File: src/rtl/mux4_arb_ctrl.sv
// Round-robin requester arbiter and one-entry capture stage around a 4:1 datapath mux.
// Optional per-requester saturating grant counters are enabled with ARB_GNT_CNT_EN.
module mux4_arb_ctrl #(
    parameter int unsigned WIDTH   = 32,
    parameter int unsigned RST_PTR = 0
) (
    input  logic             clk_i,
    input  logic             rst_i,
    input  logic [3:0]       req_i,
    input  logic [WIDTH-1:0] mux_out_i,
    input  logic             out_ready_i,
    output logic [1:0]       sel_o,
    output logic [3:0]       gnt_o,
    output logic [WIDTH-1:0] out_data_o,
    output logic             out_valid_o
`ifdef ARB_GNT_CNT_EN
    ,
    output logic [15:0]      gnt_cnt0_o,
    output logic [15:0]      gnt_cnt1_o,
    output logic [15:0]      gnt_cnt2_o,
    output logic [15:0]      gnt_cnt3_o
`endif
);

    localparam int unsigned NREQ  = 4;
    localparam int unsigned SEL_W = 2;
    localparam int unsigned CNT_W = 16;

    typedef enum logic {
        ST_EMPTY = 1'b0,
        ST_FULL  = 1'b1
    } state_e;

    state_e             state_q;
    logic [WIDTH-1:0]   data_q;
    logic [SEL_W-1:0]   ptr_q;
    logic [SEL_W-1:0]   last_sel_q;

    logic [SEL_W-1:0]   win;
    logic [SEL_W-1:0]   idx;
    logic               found;
    logic               accept;

    // Rotating priority scan starting at the pointer; first requester found wins.
    always_comb begin
        win   = ptr_q;
        idx   = ptr_q;
        found = 1'b0;
        for (int i = 0; i < int'(NREQ); i++) begin
            idx = ptr_q + SEL_W'(i);
            if (!found && req_i[idx]) begin
                win   = idx;
                found = 1'b1;
            end
        end
    end

    // Reset also masks the grant so nothing is consumed while the stage is cleared.
    assign accept = found && ((state_q == ST_EMPTY) || out_ready_i) && !rst_i;

    assign sel_o       = accept ? win : last_sel_q;
    assign gnt_o       = accept ? (NREQ'(1) << win) : '0;
    assign out_data_o  = data_q;
    assign out_valid_o = (state_q == ST_FULL);

    // Output stage: EMPTY/FULL tracks out_valid; a new word can load while the old one leaves.
    always_ff @(posedge clk_i or posedge rst_i) begin
        if (rst_i) begin
            state_q    <= ST_EMPTY;
            data_q     <= '0;
            ptr_q      <= SEL_W'(RST_PTR);
            last_sel_q <= '0;
        end else begin
            case (state_q)
                ST_EMPTY: begin
                    if (accept) begin
                        state_q    <= ST_FULL;
                        data_q     <= mux_out_i;
                        last_sel_q <= win;
                        ptr_q      <= win + SEL_W'(1);
                    end
                end
                ST_FULL: begin
                    if (accept) begin
                        data_q     <= mux_out_i;
                        last_sel_q <= win;
                        ptr_q      <= win + SEL_W'(1);
                    end else if (out_ready_i) begin
                        state_q <= ST_EMPTY;
                    end
                end
                default: state_q <= ST_EMPTY;
            endcase
        end
    end

`ifdef ARB_GNT_CNT_EN
    logic [CNT_W-1:0] cnt_q [NREQ];

    // Saturating count of grants per requester.
    always_ff @(posedge clk_i or posedge rst_i) begin
        if (rst_i) begin
            for (int i = 0; i < int'(NREQ); i++) begin
                cnt_q[i] <= '0;
            end
        end else begin
            for (int i = 0; i < int'(NREQ); i++) begin
                if (gnt_o[i] && (cnt_q[i] != {CNT_W{1'b1}})) begin
                    cnt_q[i] <= cnt_q[i] + CNT_W'(1);
                end
            end
        end
    end

    assign gnt_cnt0_o = cnt_q[0];
    assign gnt_cnt1_o = cnt_q[1];
    assign gnt_cnt2_o = cnt_q[2];
    assign gnt_cnt3_o = cnt_q[3];
`endif

endmodule

File: config.mk
export PLATFORM = sky130hd
export DESIGN_NAME = mux4_arb_ctrl
export DESIGN_NICKNAME = d
export VERILOG_FILES = /design/src/rtl/mux4_arb_ctrl.sv
export SDC_FILE = /design/constraint.sdc
export NUM_CORES = 1
export LEC_CHECK = 0
export BUFFER_PORTS_ARGS = -buffer_cell sky130_fd_sc_hd__buf_4
export CAP_MARGIN = 40
export CELL_PAD_IN_SITES_DETAIL_PLACEMENT = 0
export CELL_PAD_IN_SITES_GLOBAL_PLACEMENT = 1
export CORE_ASPECT_RATIO = 2
export CORE_UTILIZATION = 37
export CTS_BUF_LIST = sky130_fd_sc_hd__clkbuf_8
export DETAILED_ROUTE_END_ITERATION = 12
export PLACE_DENSITY_LB_ADDON = 0.15
export SYNTH_ARGS = -nofsm -noshare
export SYNTH_HDL_FRONTEND = slang
export SYNTH_SLANG_ARGS = --single-unit
File: constraint.sdc
create_clock -name clk_i -period 2.1 [get_ports clk_i]
set_input_delay 0.42 -clock clk_i [delete_from_list [all_inputs] [get_ports clk_i]]
set_output_delay 0.42 -clock clk_i [all_outputs]
set_load 0.02 [all_outputs]
==> results.toml <==
[yosys]
syn_area_per_cell_sq_um = 14.85
synth_fp_nets = 155
synth_seq_cells = 37
yosys_warnings = 0
synthesis.area_sq_mm = 0.001663
synthCells = 112
ys_types = 29
ys_seq_area_share_pct = 55.68

[floorplanning]
rows = 34
core_area_sq_mm = 0.004339
io-pin-count = 78
start_util_pct = 38.32
die-width_um = 49.41
die_area_sq_mm = 0.004783
die_y_um = 96.81

[route]
viasPerCell = 4.808
ant_nets = 0
drt-pass1-iter-count = 2
dr_total_vias = 1255
remaining_drc_errors = 0
wl_per_cell_um = 15.07
drt_wl_total_mm = 3.932
dr.first_iter.drc_count = 8

[setup_path]
worstSetupStartpointType = "flip-flop"
cp.required_ns = 1.68
crit_type = "reg2out"
arrival_ns = 1.92
cp_max_fo = 2
worstSetupEndpointType = "output pin"

[cts]
clk_pin_slew_worst_paths_ns = 0.07
worst_skew_pair.late_latency_ns = 0.28
cts_max_level = 2
cts.sinks = 37
cts_buffer_depth = 2
cts_inserted_buffers = 5
cts_hold_buf = 0
cts_tree = "yes"
root_buffer = "clkbuf_8"

[power_and_ir_drop]
clkPwrFrac_pct = 21.9
switchingPower_uw = 769.2
leakage_uw = 0.001215
powerDensity_mw_per_mm2 = 941.1
sw_frac_of_total_pct = 31.70
p_int_uw = 1658
ir_drop_uv = 824.9
pwr-share-comb_pct = 40.5
seqPwrFrac_pct = 37.5

[placed_design]
portBuffers = 77
hpwl_mm = 2.904
gp_congestion = 0.7815

[timing]
fmax_mhz = 427.2
worst_pin_slew_ns = 0.4644
rsz0062_at_grt = "yes"
finalSetupViolCount = 5
fin_crit_sh_pct = 111.5
setup_ws_ns = -0.2407
final-hold-violation-count = 0
period_needed_ns = 2.341
fin_skew_ns = 0.003034
hold_ws_ns = 0.3105
fin_setup_tns_ns = -1.120
slew-limit-headroom_pct = 69.04
final_max_slew_viol_count = 0

[status]
status = "complete, but fails checks"
violations = "negative setup slack"

[finish]
seq_area_sq_um = 925.9
fin_nets = 249
drive_gt1_share_pct = 72.46
multi_input_area_sq_um = 767.0
nFillCells = 374
synthToLayoutAreaGrowth_pct = 55.08
final_util_pct = 59.43
diodes = 0

[global_routing]
grt-ovfl-total = 0
grt_pass1_vias = 1387
grt_usage_pct = 17.85
grt_pass1_wl_mm = 6.361
antenna_found_initial = 0
grt_max_degree = 39

[min_path]
hold_path_class = "in2async"

[run]
cap_violations = 0
==> registers in the layout (all words and copies together) (netlist names) <==
signal	count
out_data_o	32
ptr_q	2
out_valid_o	1
last_sel_q	2
==> repair_timing <==
item                                    4_1_cts  5_1_grt
buffers inserted                              1        2
endpoints found under the setup margin        5        6
resized for setup                            20        6
gates cloned                                  0        0
pin swaps                                     2        4
==> synth_stat cells, drive strengths merged <==
master / count / area share (%)
a41oi: 1 / 0.53
dfrtp: 37 / 56
mux2: 33 / 23
nand2: 1 / 0.23
and3: 1 / 0.38
o31a: 1 / 0.53
or4: 2 / 1.2
nor2b: 3 / 1.1
o21bai: 2 / 0.90
nand3: 1 / 0.30
inv: 1 / 0.23
and3b: 1 / 0.53
nor2: 1 / 0.23
and2b: 2 / 0.98
and2: 5 / 2.0
ha: 4 / 3.0
a21boi: 1 / 0.45
a41o: 1 / 0.60
nand2b: 1 / 0.38
nor3: 2 / 1.3
o21ai: 3 / 0.90
a31oi: 3 / 1.1
nor4: 1 / 1.3
buf: 4 / 2.7
==> layout by cell type (no fill, tap or decap), types with 2 or more instances in the layout <==
cell,count
nor2b_1,3
mux2_4,5
mux2_2,28
and2_4,5
ha_4,4
clkbuf_8,7
o21ai_0,2
buf_4,84
dfrtp_1,37
a31oi_1,2
buf_6,7
o21bai_1,2
==> final timing paths <==
check                              start             end  slack [ns]  cells after the start
hold / removal                     rst_i     out_valid_o        0.31                      3
hold reg to reg            out_data_o[9]   out_data_o[9]        0.51                      1
max in group asynchronous          rst_i  out_data_o[14]        1.47                      3
setup / recovery                ptr_q[0]        gnt_o[1]       -0.24                      6
min in group clk_i         mux_out_i[20]  out_data_o[20]        0.37                      2
setup reg to reg                ptr_q[0]        ptr_q[1]        0.25                      6
==> power groups by stage <==
stage / combinational (uW) / clock, uW / sequential, uW
2_1_floorplan: 316 / 0 / 1050
5_1_grt: 1040 / 589 / 929
4_1_cts: 952 / 559 / 910
3_5_place_dp: 840 / 0 / 929
3_3_place_gp: 824 / 0 / 923
6_report: 984 / 532 / 911
==> stage by stage <==
step	total power, uW	cells	setup WS [ns]	instance area (sq um)
after global routing	2560	261	-0.3034	2579
after floorplan	1370	112	0.07439	1667
after detailed placement	1769	251	-0.2097	2357
after global placement	1747	251	-0.1604	2357
after CTS	2420	260	-0.2615	2554
final	2427	261	-0.2407	2579
==> layout make-up <==
cell class | instances | area share, %
inverter | 1 | 0.2911
tap | 54 | 2.620
multi-input combinational | 70 | 29.74
timing repair buffer | 91 | 27.51
clock buffer | 7 | 3.736
clock inverter | 1 | 0.1941
sequential | 37 | 35.90
==> logic make-up (layout without fill, tap and decap cells) <==
group | after synthesis | after routing | synth area share, %
buf+inv | 5 | 100 | 2.934
compound gates | 12 | 12 | 5.041
fa+ha+maj | 4 | 4 | 3.010
flops | 37 | 37 | 55.68
simple gates | 21 | 21 | 9.857
mux | 33 | 33 | 23.48
==> critical path, cell delays in order (launching register included) <==
cell     delay (ns)
dfrtp_1        0.35
and2b_1        0.18
or4_4          0.53
and2_4         0.18
ha_4           0.15
and2_4         0.13
buf_6          0.12
==> routing by layer <==
| layer | wire [um] | track usage, % |
|---|---|---|
| met1 | 1303 | 16.63 |
| met2 | 2396 | 34.46 |
| met5 | 0 | 0 |
| met3 | 170 | 3.931 |
| met4 | 61 | 8.571 |
(Power assumes the default switching activity.)
